[config.mk]
export PLATFORM = sky130hd
export DESIGN_NAME = sram_mem_controller
export DESIGN_NICKNAME = d
export VERILOG_FILES = /design/src/rtl/mem_ctrl_pkg.sv /design/src/rtl/sram_mem_controller.sv
export SDC_FILE = /design/constraint.sdc
export NUM_CORES = 1
export LEC_CHECK = 0
export CORE_MARGIN = 4
export CORE_UTILIZATION = 36
export DETAILED_ROUTE_END_ITERATION = 10
export GPL_TIMING_DRIVEN = 0
export PLACE_DENSITY = 0.88
export SYNTH_ARGS = -nofsm -noshare
export SYNTH_HDL_FRONTEND = slang
export SYNTH_SLANG_ARGS = --single-unit
[constraint.sdc]
create_clock -name clk -period 3.2 [get_ports clk]
set_clock_uncertainty 0.05 [all_clocks]
set_input_delay 0.8 -clock clk [delete_from_list [all_inputs] [get_ports clk]]
set_output_delay 0.8 -clock clk [all_outputs]
set_load 0.005 [all_outputs]
[src/rtl/mem_ctrl_pkg.sv]
// Shared definitions for the SRAM data-memory controller.
//   - One-hot FSM state encoding (IDLE, LO, HI, WAIT, DONE).
//   - Default values for the data-memory base address, the SRAM address
//     width and the fixed access length.
package mem_ctrl_pkg;

  localparam int ACCESS_CYCLES_DEF = 6;
  localparam int BASE_ADDR_DEF     = 1024;
  localparam int SRAM_AW_DEF       = 18;

  // One-hot so every output decode is a single flop bit and cannot glitch.
  typedef enum logic [4:0] {
    ST_IDLE = 5'b00001,
    ST_LO   = 5'b00010,
    ST_HI   = 5'b00100,
    ST_WAIT = 5'b01000,
    ST_DONE = 5'b10000
  } state_e;

endpackage

[src/rtl/sram_mem_controller.sv]
// Sequences a 32-bit MEM-stage data access onto a 16-bit asynchronous SRAM.
// Each word is moved as two halfword accesses (low half at the even SRAM
// address, high half at the odd one), then the access is stretched so that
// ready rises exactly ACCESS_CYCLES cycles after the request is first seen.
// The pipeline freezes on ~ready. ACCESS_CYCLES must be at least 4.
//
// Ports:
//   clk, rst     clock (rising edge), asynchronous active-high reset
//   wr_en, rd_en store / load request; both set is treated as a store
//   address      byte address, bits [1:0] ignored
//   write_data   store data
//   read_data    assembled load data, held until the next load or reset
//   ready        1 = no access pending, or access completing this cycle
//   sram_addr    SRAM halfword address
//   sram_dq_o    SRAM write data
//   sram_dq_oe   1 = controller drives the DQ bus
//   sram_dq_i    SRAM read data
//   sram_we_n    SRAM write enable, active-low
module sram_mem_controller
  import mem_ctrl_pkg::*;
#(
  parameter int ACCESS_CYCLES = ACCESS_CYCLES_DEF,
  parameter int BASE_ADDR     = BASE_ADDR_DEF,
  parameter int SRAM_AW       = SRAM_AW_DEF
) (
  input  logic               clk,
  input  logic               rst,
  input  logic               wr_en,
  input  logic               rd_en,
  input  logic [31:0]        address,
  input  logic [31:0]        write_data,
  output logic [31:0]        read_data,
  output logic               ready,
  output logic [SRAM_AW-1:0] sram_addr,
  output logic [15:0]        sram_dq_o,
  output logic               sram_dq_oe,
  input  logic [15:0]        sram_dq_i,
  output logic               sram_we_n
);

  // WAIT counts 0..ACCESS_CYCLES-5; sized for that range only.
  localparam int CNT_W = (ACCESS_CYCLES > 5) ? $clog2(ACCESS_CYCLES - 4) : 1;
  localparam int CNT_LAST_I = (ACCESS_CYCLES > 4) ? (ACCESS_CYCLES - 5) : 0;
  localparam logic [CNT_W-1:0] CNT_LAST = CNT_W'(CNT_LAST_I);
  localparam logic [31:0] BASE_VEC = 32'(BASE_ADDR);

  state_e             state_q, state_d;
  logic [CNT_W-1:0]   cnt_q, cnt_d;
  logic [31:0]        read_data_q, read_data_d;

  logic               req;
  logic               is_wr;
  logic               is_rd;
  logic [SRAM_AW:0]   eff;
  logic [SRAM_AW-1:0] lo_addr;
  logic [SRAM_AW-1:0] hi_addr;
  logic               unused_addr_bits;

  assign req   = wr_en | rd_en;
  assign is_wr = wr_en;
  assign is_rd = rd_en & ~wr_en;

  // Only the low SRAM_AW+1 bits of the rebased address reach the SRAM, and
  // a subtraction's low bits depend only on the operands' low bits.
  assign eff     = address[SRAM_AW:0] - BASE_VEC[SRAM_AW:0];
  assign lo_addr = {eff[SRAM_AW:2], 1'b0};
  assign hi_addr = lo_addr | SRAM_AW'(1);

  assign unused_addr_bits = ^{address[31:SRAM_AW+1], eff[1:0]};

  always_ff @(posedge clk or posedge rst) begin
    if (rst) begin
      state_q     <= ST_IDLE;
      cnt_q       <= '0;
      read_data_q <= '0;
    end else begin
      state_q     <= state_d;
      cnt_q       <= cnt_d;
      read_data_q <= read_data_d;
    end
  end

  always_comb begin
    state_d     = state_q;
    cnt_d       = cnt_q;
    read_data_d = read_data_q;
    sram_addr   = '0;
    sram_dq_o   = '0;
    sram_dq_oe  = 1'b0;
    sram_we_n   = 1'b1;
    ready       = 1'b0;

    unique case (state_q)
      ST_IDLE: begin
        ready = ~req;
        if (req) state_d = ST_LO;
      end
      ST_LO: begin
        sram_addr = lo_addr;
        if (is_wr) begin
          sram_dq_o  = write_data[15:0];
          sram_dq_oe = 1'b1;
          sram_we_n  = 1'b0;
        end
        if (is_rd) read_data_d[15:0] = sram_dq_i;
        state_d = ST_HI;
      end
      ST_HI: begin
        sram_addr = hi_addr;
        if (is_wr) begin
          sram_dq_o  = write_data[31:16];
          sram_dq_oe = 1'b1;
          sram_we_n  = 1'b0;
        end
        if (is_rd) read_data_d[31:16] = sram_dq_i;
        state_d = (ACCESS_CYCLES > 4) ? ST_WAIT : ST_DONE;
      end
      ST_WAIT: begin
        if (cnt_q == CNT_LAST) begin
          cnt_d   = '0;
          state_d = ST_DONE;
        end else begin
          cnt_d = cnt_q + CNT_W'(1);
        end
      end
      ST_DONE: begin
        // Always return to IDLE: the pipeline advances on this edge, so any
        // request seen in IDLE afterwards is a new one, never a re-issue.
        ready   = 1'b1;
        state_d = ST_IDLE;
      end
      default: begin
        state_d = ST_IDLE;
      end
    endcase
  end

  assign read_data = read_data_q;

endmodule

==> flow_summary_export.csv <==
group,metric,value,unit
setup_path,path_max_fanout,3,
cts,clk_path_buf_depth,2,
cts,clock_tree_from_tritoncts,"built",
yosys,synthCells,169,
sta,finalCritPeriodShare,98.0,%
yosys,post_synth_instance_area,1960,sq um
pwr,fin_total_pwr,2420,uW
grt,gr-total-overflow,0,
sta,layout_min_cycle_time,3.14,ns
pwr,cellLeakagePower,0.00156,uW
final_layout,antenna_cells,0,
final_layout,area_delta_synth_final,82.1,%
sta,worst_slew_margin_rel,49.8,%
placed_design,pre_cts_slack,-0.693,ns
setup_path,slowest_delay,0.51,ns
sta,finalHoldWorstSlack,0.451,ns
die,core-area,5200,sq um
yosys,ys_seq_area_share,48.5,%
yosys,syn_nets,254,
drt,vias_per_cell,4.86,
drt,route.vias.total,1870,
final_layout,leading_cell_types_in_the_layout_fill_and_taps_excluded,"125 x clkdlybuf4s50_1, 37 x dfrtp_1, 32 x mux2_2",
setup_path,crit_path_top_delay_cell,"or4_4",
job,maxCapViolations,0,
sta,final_max_slew_viol_count,0,
setup_path,endpoint_kind,"output pin",
yosys,synth_edf_count,0,
die,initial_core_utilization,37.7,%
yosys,yosys_register_bits,38,
pwr,power.ir.vdd_worst,482,uV
final_layout,mostFrequentLayoutCell,"clkdlybuf4s50_1",
die,fp.dieW,81.8,um
drt,drt-pass1-iter-count,4,
cts,worstSkewPairLatency,0.28,ns
die,std_cell_rows,26,
yosys,ys_async_sr_fraction,100,%
setup_path,cpMostUsedCell,"or4_4",
die,ioPinCount,153,
die,floorplan.die_area,6690,sq um
grt,via_count_of_the_first_global_routing_pass,1943,
final_layout,share_of_cells_above_drive_strength_1,22.9,%
die,die_h,81.8,um
sta,timing.setup.tns,0,ns
sta,least_margin_pin_slew,0.752,ns
final_layout,num-fill-cells,404,
cts,clkSlewWorstSetupHoldPaths,0.07,ns
placed_design,detailed_place_hpwl,4780,um
grt,number_of_antenna_violations_at_the_first_check_in_global_routing,0,
cts,cts_buffers,5,
drt,final_antenna_net_count,0,
drt,detail_route.drc_violations,0,
yosys,yosys_most_used_dff,"dfrtp_1",
placed_design,portBuffers,137,
cts,clock-root-buffer,"clkbuf_8",
placed_design,postPlaceCellArea,3420,sq um
setup_path,critical_path.cell_chain,"clkdlybuf4s15_1 > or4_4 > or4_4 > a21oi_2 > buf_2",
setup_path,required,2.35,ns
setup_path,arrival,2.29,ns
sta,final_hold_viol_count,0,
final_layout,nets,399,
yosys,yosys_warnings,0,
grt,pin_count_of_the_biggest_net_entering_global_routing,39,
cts,cts.sink_count,38,
grt,grt_use_total,17.7,%
final_layout,fin_area,3570,sq um
cts,cts-hold-fix-buffers,0,
drt,post_drt_wl_per_cell,15.5,um
sta,unrepaired_setup_endpoints_after_global_routing,"no",
setup_path,setup.worst_path.class,"in -> out",
worst_hold_path,hold_path_class,"reg -> reg",
cts,cts.htree.levels,2,
drt,detail_route.iter0.violations,67,
yosys,syn_area_per_cell,11.6,sq um
sta,max_freq,319,MHz
pwr,cellPowerDensity,676,nW/um^2
yosys,synth_cell_types,33,
grt,grt_first_pass_wirelength,9260,um
drt,detail_route.wirelength,5970,um
sta,setup_violations,0,
run_status,status,"finished clean",
placed_design,gp_congestion,0.776,
setup_path,setup.worst_path.start_class,"input pin",
sta,final_critical_path_setup_slack,0.0641,ns
## synth_stat cells, drive strengths merged, types with 3 or more instances
master / n / area (sq um)
a21oi: 7 / 35.0
a22o: 16 / 140
and3: 9 / 56.3
buf: 8 / 45.0
dfrtp: 37 / 926
inv: 8 / 30.0
mux2: 32 / 360
nand3: 3 / 20.0
nor2: 9 / 33.8
nor3: 3 / 15.0
nor3b: 3 / 22.5
nor4: 3 / 18.8
nor4b: 3 / 32.5
o21ai: 3 / 15.0
or3: 4 / 27.5
or4: 3 / 26.3
xnor2: 4 / 35.0
## registers in the layout, indices dropped and copies added, names as in the netlist
signal,flops
read_data,32
state_q,5
cnt_q,1
## metrics by stage
| step | std cells | utilization (%) |
|---|---|---|
| after CTS | 384 | 67.9 |
| after global placement | 376 | 65.7 |
| after floorplan | 169 | - |
| after global routing | 385 | 68.7 |
| final | 385 | 68.7 |
| after detailed placement | 376 | 65.7 |
## per-layer routing
metal  GRT usage (%)  up-vias  wire [um]
met5               0        -          0
met4            4.32        0         26
met3            3.51        2        344
met2            32.9       51       3330
met1            20.8      910       2270
li1                -      907          -
## critical path, delay by kind of cell
family	cells	cell delay [ns]
AO/OA/AOI/OAI	1	0.14
AND/OR/NAND/NOR	2	1.00
buffers and inverters	2	0.35
## timing repair
item                                    CTS  global route
gates cloned                              0             0
resized for setup                        24            18
pin swaps                                 2             2
setup buffers                             1             1
endpoints found under the setup margin   26            25
hold endpoints to repair                  0             0
## area by class of cell
cell class | count | area [sq um] | share of cell area [%]
repair buffers | 139 | 1370 | 38.3
multi-input cells | 113 | 985 | 27.6
flip-flops and latches | 38 | 952 | 26.6
well taps | 70 | 87.6 | 2.45
clock buffers | 6 | 82.6 | 2.31
plain buffers | 9 | 56.3 | 1.58
inverters | 8 | 30.0 | 0.840
clock inverters | 2 | 12.5 | 0.350
## path summary, 6_finish.rpt
kind                                             start                        end  slack (ns)  cells after the start
worst max-delay path                       address[14]              sram_addr[17]        0.06                      5
worst min-delay path                 cnt_q$_DFFE_PP0P_          cnt_q$_DFFE_PP0P_        0.45                      1
worst max register to register  state_q[1]$_DFFE_PP0P_  read_data[17]$_DFFE_PP0P_        1.36                      5
worst min register to register       cnt_q$_DFFE_PP0P_          cnt_q$_DFFE_PP0P_        0.45                      1
max in group asynchronous                          rst  read_data[30]$_DFFE_PP0P_        1.69                      2
min in group asynchronous                          rst   read_data[7]$_DFFE_PP0P_        0.93                      2
## where the power goes
| group | leakage (uW) | internal (uW) | switching (uW) |
|---|---|---|---|
| logic | 0.00103 | 811 | 443 |
| clock network | 0.0000472 | 173 | 164 |
| registers | 0.000488 | 707 | 119 |
| total | 0.00156 | 1690 | 726 |
## cell families (layout without fill, tap and decap cells)
family / Yosys count / after routing / synth area share, %
AO/OA/AOI/OAI: 29 / 29 / 10.9
XOR/XNOR: 5 / 5 / 2.23
adder cells (fa/ha/maj): 1 / 1 / 0.638
buffers and inverters: 18 / 164 / 4.21
flip-flops: 38 / 38 / 48.5
multiplexers: 32 / 32 / 18.4
AND/OR/NAND/NOR: 46 / 46 / 15.1
Note: power is estimated with default switching activity, not from simulation.
